File: src/rtl/mio_bus_ctrl_pkg.sv
// Shared definitions for the memory/IO bus controller.
// Contents: bus width and constant words, access-size encodings, and the
// controller state encoding.
package mio_bus_ctrl_pkg;

    localparam int          RegBus     = 32;
    localparam logic [31:0] ZeroWord   = 32'h0000_0000;
    localparam logic        ChipEnable = 1'b1;

    // Access size encodings on req_size_i; 2'b11 is reserved and faults.
    localparam logic [1:0] SizeByte = 2'b00;
    localparam logic [1:0] SizeHalf = 2'b01;
    localparam logic [1:0] SizeWord = 2'b10;

    typedef enum logic [1:0] {
        MiocIdle   = 2'b00,
        MiocAccess = 2'b01,
        MiocResp   = 2'b10
    } mioc_state_e;

endpackage

File: src/rtl/mio_bus_ctrl_lane.sv
// mio_lane: combinational big-endian byte-lane logic shared by the memory
// and IO paths.
// Ports:
//   size      in  2   access size (SizeByte/SizeHalf/SizeWord, 11 = fault)
//   addr_lo   in  2   low byte-address bits
//   sgn       in  1   sign-extend read data
//   wdata     in  32  right-justified store data
//   rdata     in  32  raw bus read data
//   sel       out 4   byte lanes, bit 3 = byte address 0
//   wdata_rep out 32  store data replicated across lanes
//   rdata_ext out 32  extracted and extended load data
//   misalign  out 1   misaligned access or reserved size
module mio_lane
    import mio_bus_ctrl_pkg::*;
(
    input  logic [1:0]        size,
    input  logic [1:0]        addr_lo,
    input  logic              sgn,
    input  logic [RegBus-1:0] wdata,
    input  logic [RegBus-1:0] rdata,
    output logic [3:0]        sel,
    output logic [RegBus-1:0] wdata_rep,
    output logic [RegBus-1:0] rdata_ext,
    output logic              misalign
);

    logic [7:0]  byte_s;
    logic [15:0] half_s;

    // Pick the addressed byte and halfword out of the big-endian word.
    always_comb begin
        byte_s = 8'h00;
        case (addr_lo)
            2'b00:   byte_s = rdata[31:24];
            2'b01:   byte_s = rdata[23:16];
            2'b10:   byte_s = rdata[15:8];
            2'b11:   byte_s = rdata[7:0];
            default: byte_s = 8'h00;
        endcase
        half_s = addr_lo[1] ? rdata[15:0] : rdata[31:16];
    end

    // Per-size lane select, write replication, read extension and fault check.
    always_comb begin
        sel       = 4'b0000;
        wdata_rep = ZeroWord;
        rdata_ext = ZeroWord;
        misalign  = 1'b0;
        case (size)
            SizeByte: begin
                sel       = 4'b1000 >> addr_lo;
                wdata_rep = {4{wdata[7:0]}};
                rdata_ext = {{24{sgn & byte_s[7]}}, byte_s};
            end
            SizeHalf: begin
                misalign  = addr_lo[0];
                sel       = addr_lo[1] ? 4'b0011 : 4'b1100;
                wdata_rep = {2{wdata[15:0]}};
                rdata_ext = {{16{sgn & half_s[15]}}, half_s};
            end
            SizeWord: begin
                misalign  = (addr_lo != 2'b00);
                sel       = 4'b1111;
                wdata_rep = wdata;
                rdata_ext = rdata;
            end
            default: begin
                misalign  = 1'b1;
            end
        endcase
    end

endmodule

File: src/rtl/mio_bus_ctrl.sv
// mio_bus_ctrl: MEM-stage bus controller. Decodes each load/store to data
// memory or one of N_IO peripheral windows, steers big-endian byte lanes,
// waits for the selected target's ack with a timeout, and stalls the
// pipeline until the access completes or faults.
// Ports:
//   clk, rst                  clock, asynchronous active-low reset
//   req_*_i                   MEM-stage request (valid, we, size, signed, addr, wdata)
//   stallreq_o                hold the pipeline
//   done_o, err_o, rdata_o    completion pulse, fault flag, extended load data
//   mem_*                     data memory bus (ce, we, sel, addr, wdata, rdata, ack)
//   io_*                      peripheral bus; io_ce_o one-hot, io_addr_o is the
//                             in-window offset, io_rdata_i/io_ack_i per channel
module mio_bus_ctrl
    import mio_bus_ctrl_pkg::*;
#(
    parameter int          N_IO        = 4,
    parameter logic [31:0] IO_BASE     = 32'h1000_0000,
    parameter int          IO_WIN_LOG2 = 8,
    parameter int          TIMEOUT     = 15
) (
    input  logic                   clk,
    input  logic                   rst,
    input  logic                   req_valid_i,
    input  logic                   req_we_i,
    input  logic [1:0]             req_size_i,
    input  logic                   req_signed_i,
    input  logic [31:0]            req_addr_i,
    input  logic [31:0]            req_wdata_i,
    output logic                   stallreq_o,
    output logic                   done_o,
    output logic                   err_o,
    output logic [31:0]            rdata_o,
    output logic                   mem_ce_o,
    output logic                   mem_we_o,
    output logic [3:0]             mem_sel_o,
    output logic [31:0]            mem_addr_o,
    output logic [31:0]            mem_wdata_o,
    input  logic [31:0]            mem_rdata_i,
    input  logic                   mem_ack_i,
    output logic [N_IO-1:0]        io_ce_o,
    output logic                   io_we_o,
    output logic [3:0]             io_sel_o,
    output logic [31:0]            io_addr_o,
    output logic [31:0]            io_wdata_o,
    input  logic [32*N_IO-1:0]     io_rdata_i,
    input  logic [N_IO-1:0]        io_ack_i
);

    localparam int              CH_W     = (N_IO > 1) ? $clog2(N_IO) : 1;
    localparam int              CNT_W    = $clog2(TIMEOUT + 1);
    localparam logic [32:0]     IO_LO    = {1'b0, IO_BASE};
    localparam logic [32:0]     IO_HI    = IO_LO + (33'(N_IO) << IO_WIN_LOG2);
    localparam logic [31:0]     WIN_MASK = (32'h0000_0001 << IO_WIN_LOG2) - 32'h0000_0001;
    localparam logic [N_IO-1:0] CE_CH0   = N_IO'(1);
    // Last ACCESS cycle before a timeout: TIMEOUT ack-less cycles in total.
    localparam logic [CNT_W-1:0] CNT_LAST = CNT_W'(TIMEOUT - 1);

    mioc_state_e       state_r;
    logic [CNT_W-1:0]  cnt_r;
    logic              we_r;
    logic [1:0]        size_r;
    logic              sgn_r;
    logic [1:0]        addr_lo_r;
    logic              is_io_r;
    logic [CH_W-1:0]   chan_r;

    logic              mem_ce_r, mem_we_r, io_we_r, done_r, err_r;
    logic [3:0]        mem_sel_r, io_sel_r;
    logic [31:0]       mem_addr_r, mem_wdata_r, io_addr_r, io_wdata_r, rdata_r;
    logic [N_IO-1:0]   io_ce_r;

    logic              io_hit_s;
    logic [31:0]       offset_s;
    logic [CH_W-1:0]   chan_s;
    logic [1:0]        lane_size_s;
    logic [1:0]        lane_addr_s;
    logic              lane_sgn_s;
    logic [3:0]        sel_s;
    logic [31:0]       wdata_rep_s;
    logic [31:0]       rdata_ext_s;
    logic              misalign_s;
    logic              io_ack_sel_s;
    logic [31:0]       io_rd_sel_s;
    logic              tgt_ack_s;
    logic [31:0]       tgt_rd_s;

    // Address decode of the incoming request into memory or an IO window.
    always_comb begin
        io_hit_s = ({1'b0, req_addr_i} >= IO_LO) && ({1'b0, req_addr_i} < IO_HI);
        offset_s = req_addr_i - IO_BASE;
        chan_s   = CH_W'(offset_s >> IO_WIN_LOG2);
    end

    // Lane logic sees the live request in IDLE and the latched one afterwards.
    always_comb begin
        if (state_r == MiocIdle) begin
            lane_size_s = req_size_i;
            lane_addr_s = req_addr_i[1:0];
            lane_sgn_s  = req_signed_i;
        end else begin
            lane_size_s = size_r;
            lane_addr_s = addr_lo_r;
            lane_sgn_s  = sgn_r;
        end
    end

    mio_lane u_lane (
        .size      (lane_size_s),
        .addr_lo   (lane_addr_s),
        .sgn       (lane_sgn_s),
        .wdata     (req_wdata_i),
        .rdata     (tgt_rd_s),
        .sel       (sel_s),
        .wdata_rep (wdata_rep_s),
        .rdata_ext (rdata_ext_s),
        .misalign  (misalign_s)
    );

    // Only the selected target's ack and read data are observed.
    always_comb begin
        io_ack_sel_s = 1'b0;
        io_rd_sel_s  = ZeroWord;
        for (int k = 0; k < N_IO; k++) begin
            io_ack_sel_s = (chan_r == CH_W'(k)) ? io_ack_i[k] : io_ack_sel_s;
            io_rd_sel_s  = (chan_r == CH_W'(k)) ? io_rdata_i[32*k +: 32] : io_rd_sel_s;
        end
        tgt_ack_s = is_io_r ? io_ack_sel_s : mem_ack_i;
        tgt_rd_s  = is_io_r ? io_rd_sel_s  : mem_rdata_i;
    end

    // Controller FSM with registered bus and response outputs.
    always_ff @(posedge clk or negedge rst) begin
        if (!rst) begin
            state_r     <= MiocIdle;
            cnt_r       <= '0;
            we_r        <= 1'b0;
            size_r      <= 2'b00;
            sgn_r       <= 1'b0;
            addr_lo_r   <= 2'b00;
            is_io_r     <= 1'b0;
            chan_r      <= '0;
            mem_ce_r    <= 1'b0;
            mem_we_r    <= 1'b0;
            mem_sel_r   <= 4'b0000;
            mem_addr_r  <= ZeroWord;
            mem_wdata_r <= ZeroWord;
            io_ce_r     <= '0;
            io_we_r     <= 1'b0;
            io_sel_r    <= 4'b0000;
            io_addr_r   <= ZeroWord;
            io_wdata_r  <= ZeroWord;
            done_r      <= 1'b0;
            err_r       <= 1'b0;
            rdata_r     <= ZeroWord;
        end else begin
            case (state_r)
                MiocIdle: begin
                    done_r <= 1'b0;
                    err_r  <= 1'b0;
                    if (req_valid_i) begin
                        we_r      <= req_we_i;
                        size_r    <= req_size_i;
                        sgn_r     <= req_signed_i;
                        addr_lo_r <= req_addr_i[1:0];
                        is_io_r   <= io_hit_s;
                        chan_r    <= chan_s;
                        cnt_r     <= '0;
                        if (misalign_s) begin
                            // Faulting request: no bus cycle, straight to response.
                            state_r <= MiocResp;
                            done_r  <= 1'b1;
                            err_r   <= 1'b1;
                            rdata_r <= ZeroWord;
                        end else begin
                            state_r <= MiocAccess;
                            if (io_hit_s) begin
                                io_ce_r    <= CE_CH0 << chan_s;
                                io_we_r    <= req_we_i;
                                io_sel_r   <= sel_s;
                                io_addr_r  <= offset_s & WIN_MASK;
                                io_wdata_r <= wdata_rep_s;
                            end else begin
                                mem_ce_r    <= ChipEnable;
                                mem_we_r    <= req_we_i;
                                mem_sel_r   <= sel_s;
                                mem_addr_r  <= req_addr_i;
                                mem_wdata_r <= wdata_rep_s;
                            end
                        end
                    end else begin
                        state_r <= MiocIdle;
                    end
                end
                MiocAccess: begin
                    if (tgt_ack_s || (cnt_r == CNT_LAST)) begin
                        state_r     <= MiocResp;
                        done_r      <= 1'b1;
                        err_r       <= ~tgt_ack_s;
                        rdata_r     <= (tgt_ack_s && !we_r) ? rdata_ext_s : ZeroWord;
                        mem_ce_r    <= 1'b0;
                        mem_we_r    <= 1'b0;
                        mem_sel_r   <= 4'b0000;
                        mem_addr_r  <= ZeroWord;
                        mem_wdata_r <= ZeroWord;
                        io_ce_r     <= '0;
                        io_we_r     <= 1'b0;
                        io_sel_r    <= 4'b0000;
                        io_addr_r   <= ZeroWord;
                        io_wdata_r  <= ZeroWord;
                    end else begin
                        cnt_r <= cnt_r + CNT_W'(1);
                    end
                end
                MiocResp: begin
                    state_r <= MiocIdle;
                    done_r  <= 1'b0;
                    err_r   <= 1'b0;
                end
                default: begin
                    state_r <= MiocIdle;
                    done_r  <= 1'b0;
                    err_r   <= 1'b0;
                end
            endcase
        end
    end

    // Stall is combinational in IDLE so the request is held from its first cycle.
    assign stallreq_o  = rst & (((state_r == MiocIdle) & req_valid_i) | (state_r == MiocAccess));
    assign done_o      = done_r;
    assign err_o       = err_r;
    assign rdata_o     = rdata_r;
    assign mem_ce_o    = mem_ce_r;
    assign mem_we_o    = mem_we_r;
    assign mem_sel_o   = mem_sel_r;
    assign mem_addr_o  = mem_addr_r;
    assign mem_wdata_o = mem_wdata_r;
    assign io_ce_o     = io_ce_r;
    assign io_we_o     = io_we_r;
    assign io_sel_o    = io_sel_r;
    assign io_addr_o   = io_addr_r;
    assign io_wdata_o  = io_wdata_r;

endmodule

File: config.mk
export PLATFORM = sky130hd
export DESIGN_NAME = mio_bus_ctrl
export DESIGN_NICKNAME = d
export VERILOG_FILES = /design/src/rtl/mio_bus_ctrl_pkg.sv /design/src/rtl/mio_bus_ctrl_lane.sv /design/src/rtl/mio_bus_ctrl.sv
export SDC_FILE = /design/constraint.sdc
export NUM_CORES = 1
export LEC_CHECK = 0
export ABC_AREA = 0
export BUFFER_PORTS_ARGS = -buffer_cell sky130_fd_sc_hd__buf_2
export CORE_MARGIN = 1
export CORE_UTILIZATION = 35
export DETAILED_ROUTE_END_ITERATION = 16
export PLACE_DENSITY = 0.74
export SETUP_SLACK_MARGIN = 0.2
export SYNTH_ARGS = -nofsm -noshare
export SYNTH_HDL_FRONTEND = slang
export SYNTH_HIERARCHICAL = 1
export SYNTH_SLANG_ARGS = --single-unit
File: constraint.sdc
create_clock -name clk -period 4.72 [get_ports clk]
set_input_delay 0 -clock clk [delete_from_list [all_inputs] [get_ports clk]]
set_output_delay 0 -clock clk [all_outputs]
set_load 0.005 [all_outputs]
==> results.md <==
- Top FF cell, synth: dfrtp_1
- Global-route wire length before repair: 47500 µm
- Placed cell area: between 10000 and 15000 µm²
- GRT overflow: 0
- DIE WIDTH: 167 µm
- VDD IR-drop max: 0.000264 V
- Worst Setup End Kind: register
- CP startpoint kind: register
- Final setup violation count: 0
- Wire per inst: 19.4 µm
- CTS-repair resized insts: 0
- Post-Syn Instances: 811
- Detail Route Antenna Nets: 0
- Hold Path Origin: req_wdata_i[24]
- TritonCTS clock tree: built
- RSZ-0062 raised after global routing: false
- Setup ws final: between 1 and 1.5 ns
- Post-route cell area: 12700 µm²
- Max-Cap Viols: 0
- Critical path arrival: just over 4 ns
- Vias in the first global route: 8372
- Max_slew headroom: 0.269
- Skew final: 0.0116 ns
- Status: completed
- Static leakage: 0.00649 µW
- Nets: between 1000 and 1500
- Synthesized area: ~9500 µm²
- Max FO, Critical Path: 22
- Num CTS Buffers: 17
- Root Buffer: clkbuf_16
- Slew Limit Fails: 0
- Die height: 167 µm
- R2r startpoint: state_r[0]$_DFFE_PN0P_
- FP Rows: ~60
- #FFs+latches synth: 167
- Place WS: 1.01 ns
- Initial Utilization: 0.361
- H-Tree Depth: 4
- Setup TNS: 0 ns
- Initial antenna violation count: 4
- Ports: 414
- Hold Fails Final Rpt: 0
- Layout cells sized above 1: 0.516
- Netlist cell types: 45
- Register area: 4180 µm²
- CP required: 5.05 ns
- Max Freq: 271 MHz
- Asr flop ratio synth: 1.00
- Avg Cell Area, Syn: 11.7 µm²
- Synth warn: 6
- Post-layout min period: 3.69 ns
- Fill cells: 2410
- Core Region: 26400 µm²
- Clock buffer depth: 2
- DRC: 0
- RePlAce Congestion: 0.906
- Fin util: 0.481
- Multi-input gate area: 4830 µm²
- Post-synth EDFFs: 0
- Hold Path Class: in -> reg
- Clock transition at path regs: 0.07 ns
- DRT iter0 DRCs: 448
- Gr usage total: 0.219
- Worst setup path startpoint: state_r[0]$_DFFE_PN0P_
- Largest net degree at the start of global routing: 100
- Via Count: 8002
- Final hold slack: 0.0339 ns
- First-pass iteration count of the detailed router: 4
- Synth-to-Final Area Change: 33.2%
- Pwr/cell area: 606 nW/µm²
- Final wirelength: 30300 µm
- Clk_lat worst skew: 0.42 ns
- Sequential-to-total area share from yosys stat: 0.439
- Number of port buffers: 389
- Dpl hpwl: 22600 µm
- Worst R2R Setup Slack: just over 1 ns
- Tightest Pin Transition: 1.10 ns
- Clk sinks: between 150 and 200
- Critical path class: reg -> reg
- Final period utilization: 0.783
- Routed vias/inst: 5.13
- Die area: 27800 µm²
## layer usage
metal / vias up / global-route usage / wire [µm]
met4: 6 / 0.0729 / 728
met1: 3960 / 0.292 / 13200
met2: 337 / 0.343 / 14100
met3: 55 / 0.0608 / 2320
met5: - / 0 / 24
li1: 3644 / - / -
## worst max-delay path: stages, from the launching register on
cell and delay, ns:
dfrtp_1 0.46, nor2_1 0.45, mux2_2 0.55, nor2_1 0.20, a21oi_1 0.14, inv_1 0.08, a21oi_1 0.10, a2111oi_4 0.87
buf_4 0.32, buf_12 0.21, mux2i_1 0.22
## cell usage after synthesis (3+ instances only)
| library cell | number | area, µm² |
|---|---|---|
| a21o_1 | 14 | 105 |
| buf_1 | 6 | 22.5 |
| inv_1 | 37 | 139 |
| buf_4 | 30 | 225 |
| buf_2 | 11 | 55.1 |
| a22o_1 | 33 | 289 |
| and3_1 | 3 | 18.8 |
| nor2_1 | 16 | 60.1 |
| nor3_1 | 3 | 15.0 |
| a221o_1 | 7 | 70.1 |
| nand3_1 | 3 | 15.0 |
| and2_1 | 49 | 307 |
| mux2_2 | 148 | 1670 |
| mux4_2 | 40 | 901 |
| nor4_1 | 4 | 25.0 |
| o211ai_1 | 8 | 60.1 |
| dfrtp_1 | 167 | 4180 |
| nor2b_1 | 4 | 25.0 |
| clkbuf_1 | 37 | 139 |
| nand2_1 | 85 | 319 |
| nand2b_1 | 5 | 31.3 |
| a21oi_1 | 18 | 90.1 |
| o21ai_0 | 15 | 75.1 |
| mux2i_1 | 42 | 420 |
## layout by cell type, fill, tap and decap left out, drive strengths merged, types with 2 or more instances in the layout
| cell type | instances |
|---|---|
| a221o | 7 |
| nor2b | 4 |
| a21oi | 18 |
| buf | 405 |
| ha | 2 |
| mux2 | 150 |
| mux2i | 42 |
| nor3 | 3 |
| nand3 | 3 |
| or3 | 2 |
| clkbuf | 20 |
| inv | 42 |
| nor3b | 2 |
| diode | 3 |
| mux4 | 40 |
| conb | 24 |
| dfrtp | 167 |
| nor4 | 4 |
| nor2 | 17 |
| and2 | 49 |
| nand2b | 5 |
| o21ai | 15 |
| clkinv | 3 |
| bufinv | 3 |
| and3 | 3 |
| o211ai | 8 |
| dlygate4sd3 | 37 |
| nand2 | 85 |
| a21o | 14 |
| a22o | 33 |
## registers in the layout, indices dropped and copies added, names as in the netlist, 2 cells and up
register / count
io_sel_o: 4
mem_sel_o: 4
addr_lo_r: 2
size_r: 2
io_addr_o: 8
cnt_r: 4
mem_addr_o: 32
rdata_o: 32
chan_r: 2
io_wdata_o: 32
io_ce_o: 4
state_r: 2
mem_wdata_o: 32
## per-stage QoR
stage          power [µW]  cells
2_1_floorplan        4900    834
3_3_place_gp         6130   1488
3_5_place_dp         6230   1488
4_1_cts              7750   1557
5_1_grt              8200   1557
6_report             7680   1560
## cell families (layout without fill, tap and decap cells)
logic type	Yosys count	after routing	synth area share
flip-flops	167	167	0.439
multiplexers	232	232	0.316
other	1	27	0.000394
XOR/XNOR	1	1	0.000921
buffers and inverters	123	511	0.0634
AND/OR/NAND/NOR	180	180	0.0937
adder cells (fa/ha/maj)	2	2	0.00263
AO/OA/AOI/OAI	105	105	0.0831
## what timing repair did
| item | CTS | global route |
|---|---|---|
| hold endpoints to repair | 141 | 0 |
| setup buffers | 0 | 0 |
| hold buffers | 37 | 0 |
## worst paths after layout
path / cells after the start / endpoint
worst max-delay path: 10 / mem_addr_o[25]$_DFFE_PN0P_
worst min-delay path: 4 / io_wdata_o[24]$_DFFE_PN0P_
worst max register to register: 10 / mem_addr_o[25]$_DFFE_PN0P_
worst min register to register: 2 / err_o$_DFFE_PN0P_
max in group asynchronous: 3 / rdata_o[24]$_DFFE_PN0P_
min in group asynchronous: 2 / mem_wdata_o[1]$_DFFE_PN0P_
## power by group
part           switching [µW]  total (µW)  internal (µW)
sequential                420        2460           2040
clock                     610        1470            858
combinational            1790        3750           1960
## cell type report
| cell class | instances | share of cell area |
|---|---|---|
| clock buffer | 20 | 0.0353 |
| timing repair buffer | 442 | 0.196 |
| multi-input combinational | 544 | 0.381 |
| clock inverter | 12 | 0.0128 |
| antenna | 3 | 0.000593 |
| tap | 335 | 0.0331 |
| sequential | 167 | 0.330 |
| inverter | 37 | 0.0110 |
Note: power is estimated with default switching activity, not from simulation.
